==> src/rtl/mod_range_counter.sv <==
// rtl/mod_range_counter.sv - modulo counter over [MIN_VAL, MAX_VAL] with up/down, checked load and carry chain
module mod_range_counter #(
  parameter int WIDTH     = 6,
  parameter int MIN_VAL   = 0,
  parameter int MAX_VAL   = 59,
  parameter int RESET_VAL = 0
) (
  input  logic             Clk,
  input  logic             Clr,
  input  logic             Enable,
  input  logic             LD,
  input  logic [WIDTH-1:0] D,
  input  logic             CntIn,
  input  logic             Up,
  output logic [WIDTH-1:0] COUNT,
  output logic             CarryOut,
  output logic             AtMax,
  output logic             AtMin,
  output logic             LoadErr
);

  localparam logic [WIDTH-1:0] MIN_W   = WIDTH'(MIN_VAL);
  localparam logic [WIDTH-1:0] MAX_W   = WIDTH'(MAX_VAL);
  localparam logic [WIDTH-1:0] RESET_W = WIDTH'(RESET_VAL);

  logic             lo_ok;
  logic             hi_ok;
  logic             load_ok;
  logic [WIDTH-1:0] count_next;

  // Bounds that coincide with the ends of the WIDTH-bit space need no comparator.
  if (MIN_VAL == 0) begin : g_lo_free
    assign lo_ok = 1'b1;
  end else begin : g_lo_chk
    assign lo_ok = (D >= MIN_W);
  end

  if (MAX_VAL == (2 ** WIDTH) - 1) begin : g_hi_free
    assign hi_ok = 1'b1;
  end else begin : g_hi_chk
    assign hi_ok = (D <= MAX_W);
  end

  assign load_ok = lo_ok & hi_ok;

  assign AtMax = (COUNT == MAX_W);
  assign AtMin = (COUNT == MIN_W);

  assign CarryOut = Enable & CntIn & ~LD & ~Clr & (Up ? AtMax : AtMin);

  // Wrap is chosen by comparison so full-width ranges never rely on overflow.
  always_comb begin
    count_next = COUNT;
    if (Up) begin
      if (AtMax) count_next = MIN_W;
      else       count_next = COUNT + WIDTH'(1);
    end else begin
      if (AtMin) count_next = MAX_W;
      else       count_next = COUNT - WIDTH'(1);
    end
  end

  always_ff @(posedge Clk) begin
    if (Clr) begin
      COUNT   <= RESET_W;
      LoadErr <= 1'b0;
    end else begin
      LoadErr <= 1'b0;
      if (Enable) begin
        if (LD) begin
          if (load_ok) COUNT   <= D;
          else         LoadErr <= 1'b1;
        end else if (CntIn) begin
          COUNT <= count_next;
        end
      end
    end
  end

endmodule

==> config.mk <==
export PLATFORM = sky130hd
export DESIGN_NAME = mod_range_counter
export DESIGN_NICKNAME = d
export VERILOG_FILES = /design/src/rtl/mod_range_counter.sv
export SDC_FILE = /design/constraint.sdc
export NUM_CORES = 1
export LEC_CHECK = 0
export CAP_MARGIN = 20
export CORE_UTILIZATION = 40
export DETAILED_ROUTE_END_ITERATION = 8
export PLACE_DENSITY = 0.69
export REMOVE_ABC_BUFFERS = 1
export SYNTH_ARGS = -nofsm -noshare
export SYNTH_HDL_FRONTEND = slang
export SYNTH_SLANG_ARGS = --single-unit
==> constraint.sdc <==
create_clock -name Clk -period 2 [get_ports Clk]
set_input_delay 0.4 -clock Clk [delete_from_list [all_inputs] [get_ports Clk]]
set_output_delay 0.4 -clock Clk [all_outputs]
set_load 0.02 [all_outputs]
==> results of run 1 <==
## state kept, by name (all words and copies together) (netlist names)
| signal | count |
|---|---|
| COUNT | 6 |
| LoadErr | 1 |
## worst max-delay path, delay by kind of cell, from the launching register on
kind	cells	cell delay, ns
AOI/OAI and AO/OA	1	0.07
DFF	1	0.33
buffers and inverters	2	0.26
and+or+nand+nor	3	0.85
adders and majority gates	1	0.14
## cells in the final DEF (no fill, tap or decap), drive strengths merged, types with 3 or more instances in the layout
master,instances
buf,34
clkdlybuf4s50,18
nor2,10
nand2,8
dfxtp,7
inv,7
o21ai,5
nand3,5
nor3,5
a31oi,4
clkbuf,4
a21oi,3
ha,3
## final timing paths
kind | start | end | slack [ns]
setup / recovery | COUNT[0]$_SDFFE_PP0P_ | CarryOut | -0.29
hold / removal | COUNT[1]$_SDFFE_PP0P_ | COUNT[1]$_SDFFE_PP0P_ | 0.52
setup reg to reg | COUNT[0]$_SDFFE_PP0P_ | COUNT[4]$_SDFFE_PP0P_ | 0.05
hold reg to reg | COUNT[1]$_SDFFE_PP0P_ | COUNT[1]$_SDFFE_PP0P_ | 0.52
## power groups by stage
stage | combinational, µW | clock (µW) | sequential [µW]
after floorplan | 115 | 0 | 192
after global placement | 281 | 0 | 162
after detailed placement | 286 | 0 | 162
after CTS | 306 | 135 | 160
after global routing | 354 | 143 | 162
final | 326 | 132 | 161
## cells by family after synthesis
group                      count (synthesis)  synth area share (%)
and+or+nand+nor                           42                 32.55
AOI/OAI and AO/OA                         26                 28.36
buffers and inverters                     13                 8.220
DFF                                        7                 18.79
muxes                                      3                 5.872
adders and majority gates                  3                 5.034
xor gates and xnor gates                   1                 1.175
## stage by stage
step | cell area [µm²] | total power [µW] | util, % | setup TNS, ns
after CTS | 1225 | 601.8 | 70.18 | -0.4671
after global placement | 1152 | 443.1 | 66.02 | -1.170
after floorplan | 710.7 | 306.1 | - | -0.4097
final | 1270 | 618.7 | 72.76 | -0.5315
after detailed placement | 1152 | 447.5 | 66.02 | -1.273
after global routing | 1270 | 658.6 | 72.76 | -0.7188
## area by class of cell
cell class	instances	area (µm²)	area share, %
Clock buffer	4	26.28	2.069
Inverter	7	26.28	2.069
Multi-Input combinational cell	75	594.3	46.80
Sequential cell	7	142.6	11.23
Tap cell	25	31.28	2.463
Timing Repair Buffer	52	449.2	35.37
## routing by layer
metal	global-route usage (%)	up-vias	part of all wire, %
met5	0	-	0
met4	11.52	0	1.1
met1	34.22	416	44
met2	40.87	24	50
li1	-	455	-
met3	6.400	2	5.0
## what timing repair did
action	4_1_cts	5_1_grt
buffers inserted	4	2
pin swaps	1	3
endpoints found under the setup margin	3	4
gates resized for setup	24	6
endpoints found under the hold margin	0	0
==> out/summary.log, run 1 <==
qor: outcome.run_status finished with violations
qor: outcome.violations setup timing
qor: power_and_ir_drop.switching_power 213.8 µW
qor: critical_path.crit_path_start_kind flop
qor: final_layout.fin_nets 161
qor: routing.vias_per_cell 5.276
qor: die.num_io_pins 22
qor: synth.yosys_warning_count 0
qor: clocking.clkSinkCount 7
qor: place.io_buffer_count 21
qor: die.num_rows 15
qor: grt.via_count_of_the_first_global_routing_pass 825
qor: synth.sequential_fraction_of_the_synthesis_area 18.79%
qor: routing.drt_iter0_drc 20
qor: synth.postSynth.asyncResetShare 0%
qor: timing.fmax 435.8 MHz
qor: synth.synth_area_leader_cell sky130_fd_sc_hd__dfxtp_1
qor: power_and_ir_drop.sw_frac_of_total 34.56%
qor: place.post-place-ws -0.5204 ns
qor: clocking.cts-root-buf sky130_fd_sc_hd__clkbuf_4
qor: timing.holdWs 0.5195 ns
qor: power_and_ir_drop.share_clk_of_total_power 21.3%
qor: timing.timing_worst_slew_pin_value 0.2830 ns
qor: critical_path.timing.critical_path.to_type output pin
qor: power_and_ir_drop.powerDensity 487.2 nW/µm²
qor: final_layout.synthToLayoutAreaGrowth 70.30%
qor: timing.grt_setup_unrepaired true
qor: place.gp_congestion 0.8506
qor: critical_path.r2r.worst_path.cells 8
qor: power_and_ir_drop.leakagePower 0.0005071 µW
qor: final_layout.filler_cell_count 140
qor: worst_hold_path.hold_path_depth 2
qor: synth.yosys-top-cells-area sky130_fd_sc_hd__dfxtp_1 (19%), sky130_fd_sc_hd__ha_1 (5.0%), sky130_fd_sc_hd__nor2_1 (5.0%), sky130_fd_sc_hd__nand2_1 (4.0%), sky130_fd_sc_hd__a2111oi_4 (3.7%)
qor: die.initial_utilization 42.72%
qor: routing.firstDrtPassIters 4
qor: critical_path.cp_slowest_cell sky130_fd_sc_hd__or3b_4
qor: timing.time_the_worst_path_needs_with_i_o_delays_and_setup 2.295 ns
qor: timing.setup_ws_final -0.2949 ns
qor: final_layout.n_antenna_cell 0
qor: power_and_ir_drop.power.internal 404.9 µW
qor: routing.detail_route.wl_per_cell 13.36 µm
qor: grt.grt_antenna_before_repair 0
qor: final_layout.layoutNonFillerInstCount 170
qor: timing.layout_worst_path_cycle_share 114.7%
qor: critical_path.slowest_delay 0.39 ns
qor: synth.yosys.cell_types.count 43
qor: die.die_w 45.18 µm
qor: power_and_ir_drop.share_seq_of_total_power 26.0%
qor: routing.vias 897
qor: clocking.clock_input_transition_at_the_sequential_cells_of_the_worst_setup_and_hold_paths 0.05 ns
qor: grt.grt_use_total 26.26%
qor: timing.final-setup-viol-count 2
qor: timing.max_slew_margin 81.08%
qor: flow_run.max-cap-violations 0
qor: synth.synth_area_per_cell 7.850 µm²
qor: power_and_ir_drop.power.ir.vdd_worst 0.3156 mV
qor: critical_path.setup.worst_path.class reg -> out
qor: synth.syn-instance-count 95
qor: clocking.clk_path_buf_depth 2
qor: final_layout.ratio_of_cells_with_drive_above_1_in_the_final_layout 40.69%
qor: synth.post_synthesis_cell_area 745.7 µm²
qor: synth.cell_types_with_the_highest_counts_after_synthesis sky130_fd_sc_hd__nor2_1 (10), sky130_fd_sc_hd__nand2_1 (8), sky130_fd_sc_hd__dfxtp_1 (7)
qor: grt.first_pass_grt_wire_length 3.705 mm
qor: clocking.clock_tree.htree_level_count 1
qor: critical_path.critPathArrivalTime 1.89 ns
qor: synth.edff_count_synth 0
qor: grt.grt_start_max_net_pins 16
qor: synth.primary_ff_master_synth sky130_fd_sc_hd__dfxtp_1
qor: place.numPlacedInstances 160
qor: critical_path.crit_path_cell_trace inv_2, ha_4, or3b_4, nor4_4, a21oi_2, nor4b_2, buf_4
qor: die.design.die.area 2041 µm²
qor: timing.finalMaxSlewViolations 0
qor: timing.finClkSkew 0.004778 ns
qor: critical_path.critical_path_required 1.60 ns
qor: synth.ys_ff_latch 7
qor: worst_hold_path.timing.hold.worst.class reg -> reg
qor: routing.wirelength 2.272 mm
qor: die.fp.dieH 45.18 µm
qor: clocking.cts_hold_buffers 0
qor: critical_path.crit_path_max_fanout 3
qor: grt.globalRoute.totalOverflow 0
qor: routing.drc_errors 0
qor: clocking.cts-buffers-inserted 3
qor: synth.synth.most_common_cell sky130_fd_sc_hd__nor2_1
qor: place.detailed_place_hpwl 1.704 mm
qor: clocking.clock_latency 0.26 ns
qor: timing.timing.final.hold_violations 0
qor: die.core_area 1745 µm²
qor: power_and_ir_drop.power.share.combinational 52.7%
qor: routing.postRouteAntennaNets 0
qor: clocking.cts_tree built
qor: synth.synth.top_cell.area_share 18.79%
Power figures use the tool's default switching activity.
==> run 2, diff against run 1 <==
- CORE_UTILIZATION: 40 -> 39
- PLACE_DENSITY: 0.69 -> 0.68
==> out/summary.log, run 2 (synthesis results as in run 1) <==
qor: routing.drt_iter0_drc 47 [+140%]
qor: power_and_ir_drop.sw_frac_of_total 35.92% [+1.4 points]
qor: clocking.clock_latency 0.27 ns [about the same]
qor: die.num_io_pins 22 [unchanged]
qor: routing.firstDrtPassIters 4 [unchanged]
qor: timing.final-setup-viol-count 3 [+1]
qor: place.placed_area 1132 µm² [-1.7%]
qor: place.numPlacedInstances 159 [-0.63%]
qor: power_and_ir_drop.leakagePower 0.0005187 µW [+2.3%]
qor: final_layout.layout.cells.most_common_list sky130_fd_sc_hd__buf_4 (27), sky130_fd_sc_hd__clkdlybuf4s50_1 (16), sky130_fd_sc_hd__nor2_1 (10)
qor: critical_path.setup.worst_path.class reg -> out
qor: routing.wirelength 2.318 mm [+2.0%]
qor: power_and_ir_drop.power.ir.vdd_worst 0.2969 mV [-5.9%]
qor: place.io_buffer_count 21 [unchanged]
qor: clocking.clk_path_buf_depth 2 [unchanged]
qor: timing.timing_worst_slew_pin_value 0.3379 ns [+0.05495 ns]
qor: die.design.die.area 2091 µm² [+2.5%]
qor: grt.grt_antenna_before_repair 0 [unchanged]
qor: worst_hold_path.timing.hold.worst.class reg -> reg
qor: critical_path.critical_path_required 1.60 ns [about the same]
qor: routing.drc_errors 0 [unchanged]
qor: critical_path.crit_path_max_fanout 4 [+1]
qor: timing.finClkSkew 0.005544 ns [+0.0007663 ns]
qor: place.gp_congestion 0.8241 [-3.1%]
qor: worst_hold_path.hold_path_depth 2 [unchanged]
qor: grt.globalRoute.totalOverflow 0 [unchanged]
qor: power_and_ir_drop.share_seq_of_total_power 25.7% [-0.3 points]
qor: timing.setup_ws_final -0.2764 ns [+0.01845 ns]
qor: grt.grt_start_max_net_pins 15 [-1]
qor: critical_path.rr_endpoint COUNT[2]$_SDFFE_PP0P_
qor: die.initial_utilization 42.27% [-0.45 points]
qor: worst_hold_path.hp-start COUNT[1]$_SDFFE_PP0P_
qor: power_and_ir_drop.power.share.combinational 51.3% [-1.4 points]
qor: routing.detail_route.wl_per_cell 13.88 µm [+3.9%]
qor: clocking.cts_tree built
qor: final_layout.largest_registers COUNT x6, LoadErr x1
qor: final_layout.n_antenna_cell 0 [unchanged]
qor: final_layout.layout.cells.most_common sky130_fd_sc_hd__buf_4
qor: final_layout.finish.utilization 70.00% [-2.8 points]
qor: power_and_ir_drop.share_clk_of_total_power 23.0% [+1.7 points]
qor: clocking.clock_input_transition_at_the_sequential_cells_of_the_worst_setup_and_hold_paths 0.06 ns [about the same]
qor: critical_path.worst_r2r_startpoint COUNT[1]$_SDFFE_PP0P_
qor: final_layout.regMostFlops COUNT
qor: outcome.run_status finished with violations
qor: die.num_rows 15 [unchanged]
qor: clocking.cts_hold_buffers 0 [unchanged]
qor: grt.first_pass_grt_wire_length 3.560 mm [-3.9%]
qor: clocking.cts-buffers-inserted 3 [unchanged]
qor: final_layout.ratio_of_cells_with_drive_above_1_in_the_final_layout 36.62% [-4.1 points]
qor: critical_path.r2r.worst_path.cells 9 [+1]
qor: timing.layout_worst_path_cycle_share 113.8% [-0.92 points]
qor: clocking.cts-root-buf sky130_fd_sc_hd__clkbuf_4
qor: die.core_area 1764 µm² [+1.1%]
qor: outcome.violations setup timing
qor: grt.grt_use_total 23.94% [-2.3 points]
qor: clocking.clkSinkCount 7 [unchanged]
qor: critical_path.timing.critical_path.to_type output pin
qor: critical_path.crit_path_start_kind flop
qor: clocking.clock_tree.htree_level_count 1 [unchanged]
qor: critical_path.rrSetupSlack 0.06 ns [about the same]
qor: timing.timing.final.hold_violations 0 [unchanged]
qor: routing.vias_per_cell 5.449 [+3.3%]
qor: final_layout.largest_reg_flops 6 [unchanged]
qor: critical_path.critPathArrivalTime 1.88 ns [about the same]
qor: timing.max_slew_margin 77.15% [-3.9 points]
qor: die.fp.dieH 45.73 µm [+1.2%]
qor: final_layout.synthToLayoutAreaGrowth 65.60%
qor: final_layout.finalInstanceArea 1235 µm² [-2.8%]
qor: final_layout.layoutNonFillerInstCount 167 [-1.8%]
qor: timing.fmax 439.3 MHz [+0.81%]
qor: place.detailed_place_hpwl 1.708 mm [+0.24%]
qor: flow_run.max-cap-violations 0 [unchanged]
qor: power_and_ir_drop.switching_power 223.4 µW [+4.5%]
qor: grt.via_count_of_the_first_global_routing_pass 809 [-1.9%]
qor: power_and_ir_drop.power.internal 398.4 µW [-1.6%]
qor: routing.vias 910 [+1.4%]
qor: die.die_w 45.73 µm [+1.2%]
qor: final_layout.fin_nets 158 [-1.9%]
qor: power_and_ir_drop.powerDensity 503.5 nW/µm² [+3.4%]
qor: timing.time_the_worst_path_needs_with_i_o_delays_and_setup 2.276 ns [-0.01845 ns]
qor: routing.postRouteAntennaNets 0 [unchanged]
qor: timing.finalMaxSlewViolations 0 [unchanged]
qor: timing.grt_setup_unrepaired true
qor: worst_hold_path.worst_hold_path.endpoint COUNT[1]$_SDFFE_PP0P_
run 2: worst max path at each step:
stage / cells after the start / slack [ns] / start / end
finish: 7 / -0.28 / COUNT[1]$_SDFFE_PP0P_ / CarryOut
global route: 7 / -0.40 / COUNT[1]$_SDFFE_PP0P_ / CarryOut
CTS: 7 / -0.29 / COUNT[0]$_SDFFE_PP0P_ / CarryOut
detailed placement: 7 / -0.55 / COUNT[1]$_SDFFE_PP0P_ / CarryOut
global placement: 5 / -0.48 / Up / CarryOut
floorplan: 6 / -0.40 / COUNT[0]$_SDFFE_PP0P_ / CarryOut
run 2: metal layers:
metal | wire length, µm | vias to the layer above | track usage [%] | part of all wire (%)
met5 | 0 | - | 0 | 0
met3 | 120 | 0 | 7.540 | 5.2
met1 | 1062 | 426 | 32.85 | 46
met4 | 0 | 0 | 4.118 | 0
li1 | - | 447 | - | -
met2 | 1135 | 37 | 37.14 | 49
run 2: final cells by class:
cell class	count	area [µm²]
Multi-Input combinational cell	75	576.8
Inverter	7	28.78
Timing Repair Buffer	49	426.7
Sequential cell	7	145.1
Clock buffer	4	26.28
Fill cell	151	529.3
Tap cell	25	31.28
run 2: power groups by stage:
| stage | Clock, µW | Combinational, µW | Sequential (µW) |
|---|---|---|---|
| detailed placement | 0 | 280 | 161 |
| global route | 150 | 342 | 161 |
| finish | 143 | 319 | 160 |
| global placement | 0 | 273 | 162 |
| floorplan | 0 | 115 | 192 |
| CTS | 146 | 297 | 159 |
run 2: what timing repair did:
item,CTS,global route
pin swaps,0,1
resized for setup,25,9
setup buffers,2,3
endpoints found under the setup margin,3,5
run 2: metrics by stage:
stage / hold slack [ns] / setup TNS [ns] / setup WS, ns / total power, µW
CTS: 0.5397 / -0.3933 / -0.2870 / 601.6
global route: 0.5982 / -0.8397 / -0.4018 / 653.8
finish: 0.5586 / -0.5522 / -0.2764 / 621.8
detailed placement: 0.5083 / -1.281 / -0.5464 / 441.0
floorplan: 0.4728 / -0.4097 / -0.4008 / 306.1
global placement: 0.4993 / -1.066 / -0.4754 / 434.9
run 2: worst max-delay path, stage by stage (launching register included):
cell	delay [ns]
sky130_fd_sc_hd__dfxtp_4	0.36
sky130_fd_sc_hd__inv_4	0.06
sky130_fd_sc_hd__ha_4	0.12
sky130_fd_sc_hd__or3b_4	0.39
sky130_fd_sc_hd__nor4_4	0.19
sky130_fd_sc_hd__a21oi_2	0.06
sky130_fd_sc_hd__nor4b_2	0.25
sky130_fd_sc_hd__buf_4	0.18
==> run 3, diff against run 2 <==
- SLEW_MARGIN: not set -> 20
==> results of run 3 <==
Final layout, timing and power as in run 2 (identical DEF).
